===== src/rtl/interpolation_pipe.sv =====
// interpolation_pipe: 3-stage MRELBP neighbour sampler (axial pass-through, bilinear diagonals).
// Define INTERP_ROUND_EN to round diagonal outputs to the nearest integer (half up, saturating) in stage 3.
module interpolation_pipe #(
    parameter int WIDTH     = 8,
    parameter int FRAC      = 8,
    parameter int RADIUS    = 2,
    parameter int DIAG_INT  = 1,
    parameter int DIAG_FRAC = 106
) (
    input  logic                                             i_clk,
    input  logic                                             i_rst,
    input  logic                                             i_valid,
    output logic                                             o_ready,
    input  logic [(2*RADIUS+1)*(2*RADIUS+1)*WIDTH-1:0]       i_window,
    output logic                                             o_valid,
    input  logic                                             i_ready,
    output logic [WIDTH-1:0]                                 o_pixel_center,
    output logic [8*(WIDTH+FRAC)-1:0]                        o_q_ne
);
    localparam int N  = 2*RADIUS+1;
    localparam int QW = WIDTH+FRAC;
    localparam logic [FRAC-1:0] FW = FRAC'(DIAG_FRAC);

    if (RADIUS < 1 || DIAG_INT + 1 > RADIUS || DIAG_FRAC < 0 || DIAG_FRAC >= (1 << FRAC)) begin : g_bad_param
        $error("interpolation_pipe: invalid RADIUS/DIAG_INT/DIAG_FRAC");
    end

    function automatic logic [WIDTH-1:0] px(input logic [N*N*WIDTH-1:0] w, input int r, input int c);
        return w[(r*N+c)*WIDTH +: WIDTH];
    endfunction

    function automatic logic [QW-1:0] hlerp(input logic [WIDTH-1:0] n, input logic [WIDTH-1:0] m);
        logic signed [QW+1:0] a, b, c, w;
        a = {2'b00, n, {FRAC{1'b0}}};
        b = {{(FRAC+2){1'b0}}, m};
        c = {{(FRAC+2){1'b0}}, n};
        w = {{(WIDTH+2){1'b0}}, FW};
        return QW'(a + w * (b - c));
    endfunction

    function automatic logic [QW-1:0] vlerp(input logic [QW-1:0] n, input logic [QW-1:0] m);
        logic signed [QW+FRAC+1:0] a, b, c, w;
        a = {2'b00, n, {FRAC{1'b0}}};
        b = {{(FRAC+2){1'b0}}, m};
        c = {{(FRAC+2){1'b0}}, n};
        w = {{(QW+2){1'b0}}, FW};
        return QW'((a + w * (b - c)) >>> FRAC);
    endfunction

`ifdef INTERP_ROUND_EN
    localparam logic [QW:0] HALF = (QW+1)'(1) << (FRAC-1);
    function automatic logic [QW-1:0] rnd(input logic [QW-1:0] q);
        logic [WIDTH:0] ip;
        ip = (WIDTH+1)'(({1'b0, q} + HALF) >> FRAC);
        return {ip[WIDTH] ? {WIDTH{1'b1}} : ip[WIDTH-1:0], {FRAC{1'b0}}};
    endfunction
`endif

    logic                       v1_q, v1_d, v2_q, v2_d, v3_q, v3_d;
    logic [WIDTH-1:0]           c1_q, c1_d, c2_q, c2_d, c3_q, c3_d;
    logic [3:0][WIDTH-1:0]      ax1_q, ax1_d, ax2_q, ax2_d;
    logic [3:0][QW-1:0]         hn1_q, hn1_d, hm1_q, hm1_d, dg2_q, dg2_d;
    logic [7:0][QW-1:0]         q3_q, q3_d;
    logic [3:0][QW-1:0]         hn_w, hm_w, dg_w, rd_w;
    logic                       stall, en1, en2, take;

    // Diagonal j drives q_(2j+1); signs (sr,sc) = (+,+), (+,-), (-,-), (-,+).
    for (genvar j = 0; j < 4; j++) begin : g_diag
        localparam int SR = (j < 2) ? 1 : -1;
        localparam int SC = (j == 0 || j == 3) ? 1 : -1;
        localparam int RN = RADIUS + SR*DIAG_INT;
        localparam int RM = RADIUS + SR*(DIAG_INT+1);
        localparam int CN = RADIUS + SC*DIAG_INT;
        localparam int CM = RADIUS + SC*(DIAG_INT+1);
        assign hn_w[j] = hlerp(px(i_window, RN, CN), px(i_window, RN, CM));
        assign hm_w[j] = hlerp(px(i_window, RM, CN), px(i_window, RM, CM));
        assign dg_w[j] = vlerp(hn1_q[j], hm1_q[j]);
`ifdef INTERP_ROUND_EN
        assign rd_w[j] = rnd(dg2_q[j]);
`else
        assign rd_w[j] = dg2_q[j];
`endif
    end

    // A stage advances when the one after it advances or when it holds a bubble.
    always_comb begin
        stall = v3_q && !i_ready;
        o_ready = !stall;
        en2 = !stall || !v2_q;
        en1 = en2 || !v1_q;
        take = i_valid && o_ready;
        v1_d = v1_q;
        c1_d = c1_q;
        ax1_d = ax1_q;
        hn1_d = hn1_q;
        hm1_d = hm1_q;
        v2_d = v2_q;
        c2_d = c2_q;
        ax2_d = ax2_q;
        dg2_d = dg2_q;
        v3_d = v3_q;
        c3_d = c3_q;
        q3_d = q3_q;
        if (en1) v1_d = take;
        if (en1 && take) begin
            c1_d = px(i_window, RADIUS, RADIUS);
            ax1_d[0] = px(i_window, RADIUS, 2*RADIUS);
            ax1_d[1] = px(i_window, 2*RADIUS, RADIUS);
            ax1_d[2] = px(i_window, RADIUS, 0);
            ax1_d[3] = px(i_window, 0, RADIUS);
            hn1_d = hn_w;
            hm1_d = hm_w;
        end
        if (en2) v2_d = v1_q;
        if (en2 && v1_q) begin
            c2_d = c1_q;
            ax2_d = ax1_q;
            dg2_d = dg_w;
        end
        if (!stall) v3_d = v2_q;
        if (!stall && v2_q) begin
            c3_d = c2_q;
            q3_d[0] = {ax2_q[0], {FRAC{1'b0}}};
            q3_d[1] = rd_w[0];
            q3_d[2] = {ax2_q[1], {FRAC{1'b0}}};
            q3_d[3] = rd_w[1];
            q3_d[4] = {ax2_q[2], {FRAC{1'b0}}};
            q3_d[5] = rd_w[2];
            q3_d[6] = {ax2_q[3], {FRAC{1'b0}}};
            q3_d[7] = rd_w[3];
        end
    end

    always_ff @(posedge i_clk) begin
        if (i_rst) begin
            v1_q <= 1'b0;
            v2_q <= 1'b0;
            v3_q <= 1'b0;
            c1_q <= '0;
            c2_q <= '0;
            c3_q <= '0;
            ax1_q <= '0;
            ax2_q <= '0;
            hn1_q <= '0;
            hm1_q <= '0;
            dg2_q <= '0;
            q3_q <= '0;
        end else begin
            v1_q <= v1_d;
            v2_q <= v2_d;
            v3_q <= v3_d;
            c1_q <= c1_d;
            c2_q <= c2_d;
            c3_q <= c3_d;
            ax1_q <= ax1_d;
            ax2_q <= ax2_d;
            hn1_q <= hn1_d;
            hm1_q <= hm1_d;
            dg2_q <= dg2_d;
            q3_q <= q3_d;
        end
    end

    assign o_valid = v3_q;
    assign o_pixel_center = c3_q;
    assign o_q_ne = q3_q;
endmodule


===== config.mk =====
export PLATFORM = sky130hd
export DESIGN_NAME = interpolation_pipe
export DESIGN_NICKNAME = d
export VERILOG_FILES = /design/src/rtl/interpolation_pipe.sv
export SDC_FILE = /design/constraint.sdc
export NUM_CORES = 2
export LEC_CHECK = 0
export ABC_AREA = 1
export CAP_MARGIN = 10
export CORE_MARGIN = 1
export CORE_UTILIZATION = 40
export DETAILED_ROUTE_END_ITERATION = 10
export PLACE_DENSITY_LB_ADDON = 0.15
export SKIP_CTS_REPAIR_TIMING = 1
export SYNTH_ARGS = -nofsm -noshare
export SYNTH_HDL_FRONTEND = slang
export SYNTH_SLANG_ARGS = --single-unit

===== constraint.sdc =====
create_clock -name i_clk -period 9.9 [get_ports i_clk]
set_input_delay 2.475 -clock i_clk [delete_from_list [all_inputs] [get_ports i_clk]]
set_output_delay 2.475 -clock i_clk [all_outputs]
set_load 0.05 [all_outputs]

### Word-level counts from Yosys, hierarchy flattened

Index checks and enable logic that the tools add are counted.

* input bits: 204
* memories kept: 0
* word-level logic and storage cells: 81
* memory bits (read-only): 0
* output and inout port bits: 138
* register bits: 379
* RAM bits: 0
* bits in latches: 0

* divide/modulo/power cells: 0
* equal/unequal tests: 0
* bitwise logic cells: 0
* reduce and logical (&&, ||, !) cells: 11
* mux-type cells: 0
* add/sub/neg operators: 24
* multipliers: 12
* shifts and indexed selects: 0
* $lt $le $gt $ge: 0

Operators by type and width (count)
* $add A16 B16 Y16: 8
* $mul A7 B9 Y15 const A: 8
* $add A24 B24 Y24: 4
* $mul A7 B17 Y23 const A: 4
* $sub A8 B8 Y9: 8
* $sub A16 B16 Y17: 4
* $logic_and A1 B1 Y1: 5
* $logic_not A1 Y1: 4
* $logic_or A1 B1 Y1: 2

### Logic depth before layout (Yosys ltp)

* word-level depth: 6
* mapped depth: 45
* mapped depth without buffers: 45

### Least setup slack after synthesis

No wires, ideal clock.

* kind: input -> register
* start: in i_window[152]
* end: reg hn1_q[15] (netlist bit)
* arrival: 7559 ps
* stages on the path: 37
* setup slack: 2232 ps
* required time: 9791 ps
* cell sequence: inv_1 ha_1 inv_1 fa_1 nand3_1 nand2_1 nand2_1 nand2_1 a21oi_1 xor2_1 inv_1 ha_1 inv_1 fa_1 inv_1 ha_1 inv_1 fa_1 inv_1 ha_1 a21oi_1 o21a_1 nand2_1 nand2_1 nand2_1 a21oi_1 xnor2_1 ha_1 a21oi_1 o21a_1 nand2_1 nand2_1 nand2_1 o21ai_0 nand3_1 nand2_1 inv_1

* cells in the longest elaborated chain, start to end: 3

RTL lines
* start, declared: RTL line 14 `input logic [(2*RADIUS+1)*(2*RADIUS+1)*WIDTH-1:0] i_window,`
* $sub A8 B8 Y9: RTL line 38 `return QW'(a + w * (b - c));`
* $mul A7 B9 Y15: RTL line 38
* $add A16 B16 Y16: RTL line 38
* end signal, assigned: RTL line 157 `hn1_q <= hn1_d;`
* end, declared: RTL line 62 `logic [3:0][QW-1:0] hn1_q, hn1_d, hm1_q, hm1_d, dg2_q, dg2_d;`

Every way passes these cells.
A chain may end at the register's enable or synchronous reset.

### Worst setup path after layout

* start: in i_window[128]
* end: reg hn1_q[31] (netlist bit)

* cells in the longest elaborated chain, start to end: 3

RTL lines (RTL line)
* $sub A8 B8 Y9: 38
* $mul A7 B9 Y15: 38
* $add A16 B16 Y16 *: 38

Mark *: on every way between the ends. The rest lies on a longest branch, timed or not.

==> impl_metrics.json <==
{
  "relSlewSlack": 0.405,
  "crit_type": "primary input to flop",
  "rr_endpoint": "dg2_q[60]",
  "regToRegStartpoint": "hn1_q[49]",
  "cts_root_buf": "clkbuf_16",
  "wire_per_inst_um": 14.5,
  "met1Wirelength_um": 56000,
  "setup_violations": 0,
  "cp-start-kind": "primary input",
  "die-area_um2": 109000,
  "ant_nets": 0,
  "cpMaxStageDelayCell": "clkdlybuf4s50_1",
  "grt_pass1_vias": 35300,
  "met2WireLength_um": 47700,
  "rsz0062_at_grt": "no",
  "cts_tree": "yes",
  "synth_warnings": 0,
  "max_freq_mhz": 124,
  "num_rows": 119,
  "gp_congestion": 0.878,
  "wl_met3_um": 4640,
  "seq_area_frac_synth": 0.173,
  "numCtsBuffers": 45,
  "clk_latency_ns": 0.60,
  "fin_nets": 7291,
  "hold_depth": 2,
  "drcViolationCount": 0,
  "skew_ns": 0.0216,
  "vias_per_cell": 4.82,
  "clock-sinks": 371,
  "start_util": 0.406,
  "firstDrtPassIters": 5,
  "cap_violations": 0,
  "clockBufferDepth": 3,
  "synthTopCellsByArea": "ha_1, dfxtp_1, fa_1",
  "holdPathEnd": "o_q_ne[85]",
  "dp_hpwl_um": 89500,
  "tightest_slew_ns": 0.893,
  "yosysTopAreaCellShare": 0.215,
  "synthCells": 5915,
  "synth.avg_cell_area_um2": 7.26,
  "critPathMaxStageDelay_ns": 0.54,
  "grt_max_degree": 147,
  "synth_top_cell_by_area": "ha_1",
  "min_from": "dg2_q[37]",
  "gr-total-overflow": 0,
  "r2r_setup_slack_ns": 3.13,
  "min_period_ns": 8.09,
  "fillerInstances": 10900,
  "period_share": 0.817,
  "portBuffers": 277,
  "antenna_cells": 0,
  "crit_arrival_ns": 8.59,
  "syn_to_final_growth_pct": 12.8,
  "pin_count": 342,
  "h-tree-depth": 2,
  "antenna_found_initial": 1,
  "crit_required_ns": 10.40,
  "grt_use_total": 0.201,
  "wirelength_um": 110000,
  "cp-end-kind": "flop",
  "floorplan.core_area_um2": 106000,
  "synth_seq_cells": 371,
  "syn_area_um2": 43000,
  "critical_path_peak_fanout": 5,
  "die_w_um": 330,
  "vias": 36400,
  "rr_worst_depth": 31,
  "hold_class": "flop to flop",
  "timing.final.hold_violations": 0,
  "outcome": "finished clean",
  "grt_pass1_wl_um": 179000,
  "drt_iter0_markers": 1535,
  "drive_above_1_share": 0.0313,
  "layout_common_cells": "inv_1, nand2_1, ha_1, nor2_1, a21oi_1",
  "drv_slew": 0,
  "die-height_um": 330,
  "tns_ns": 0,
  "synth_cell_types": 63,
  "final_common_cell": "inv_1",
  "top_layer_used": "met5",
  "clkTransAtPathRegs_ns": 0.06
}
-- critical path, delay by kind of cell --
family          cells  cell delay (ns)
simple gates       14             1.15
xor+xnor            1             0.27
compound gates      4             0.69
buf+inv            10             1.10
fa+ha+maj           8             2.90
-- cell families (layout without fill, tap and decap cells) --
family | after synthesis | in the layout | synth area share
adder cells (fa/ha/maj) | 960 | 960 | 0.318
flip-flops | 371 | 371 | 0.173
other | 1 | 32 | 0.0000873
AO/OA/AOI/OAI | 1079 | 1079 | 0.137
buffers and inverters | 1334 | 1549 | 0.121
XOR/XNOR | 342 | 342 | 0.0730
AND/OR/NAND/NOR | 1828 | 1828 | 0.177
-- through the flow --
step                instance area, µm²  std cells  setup WS (ns)  hold WS (ns)  utilization
finish                           48500       7552           1.81         0.456        0.458
global route                     48500       7552           1.40         0.480        0.458
CTS                              48500       7552           1.87         0.457        0.458
detailed placement               46900       7471           1.22         0.447        0.443
global placement                 46900       7471           1.21         0.441        0.443
floorplan                        43100       5946           2.23         0.430            -
-- how the worst max path moves through the flow --
stage	startpoint	to	depth (start not counted)	slack, ns
5_1_grt	i_window[128]	hn1_q[31]	37	1.40
6_report	i_window[128]	hn1_q[31]	37	1.81
3_5_place_dp	i_window[169]	hm1_q[31]	36	1.22
4_1_cts	i_window[168]	hm1_q[31]	37	1.87
3_3_place_gp	i_window[128]	hn1_q[31]	37	1.21
2_1_floorplan	i_window[152]	hn1_q[15]	37	2.23
-- synth_stat cells (all sizes together) --
| cell type | n |
|---|---|
| xnor2 | 109 |
| inv | 1177 |
| nor3 | 13 |
| nor4 | 5 |
| buf | 77 |
| a21o | 36 |
| conb | 1 |
| o31a | 1 |
| or2 | 14 |
| a21boi | 5 |
| nor3b | 1 |
| fa | 221 |
| nand2b | 1 |
| o31ai | 4 |
| o311ai | 1 |
| nand4 | 43 |
| xor2 | 231 |
| and3 | 2 |
| nand2 | 827 |
| nor2 | 653 |
| a31oi | 28 |
| nand3 | 245 |
| o21bai | 24 |
| xnor3 | 1 |
| o211ai | 22 |
| a211o | 1 |
| a211oi | 8 |
| nand3b | 19 |
| o21a | 19 |
| xor3 | 1 |
| o21ai | 448 |
| dfxtp | 371 |
| clkbuf | 80 |
| a31o | 3 |
| ha | 739 |
| a21oi | 469 |
| o221ai | 5 |
| and2 | 5 |
| o2111ai | 5 |
-- per-layer routing --
metal | up-vias | global-route usage
met4 | 2 | 0.0275
met5 | - | 0
met1 | 16600 | 0.288
met2 | 470 | 0.330
li1 | 19300 | -
met3 | 86 | 0.0247
-- state kept, by name (all words and copies together) (netlist names) --
register        flops
c2_q                8
o_pixel_center      8
c1_q                8
ax1_q              32
o_q_ne             96
v2_q                1
hn1_q              60
dg2_q              64
o_valid             1
hm1_q              60
v1_q                1
ax2_q              32
-- layout make-up --
type | instances | area, µm² | share of cell area
Inverter | 1177 | 4430 | 0.0915
Multi-Input combinational cell | 4241 | 30500 | 0.629
Clock inverter | 17 | 258 | 0.00532
Sequential cell | 371 | 7430 | 0.153
Timing Repair Buffer | 291 | 2890 | 0.0596
Tap cell | 1391 | 1740 | 0.0359
Clock buffer | 64 | 1260 | 0.0259
Power is left out: the tool's default activity adds up to more than one toggle a clock period on the data nets, which glitch-free logic cannot reach.
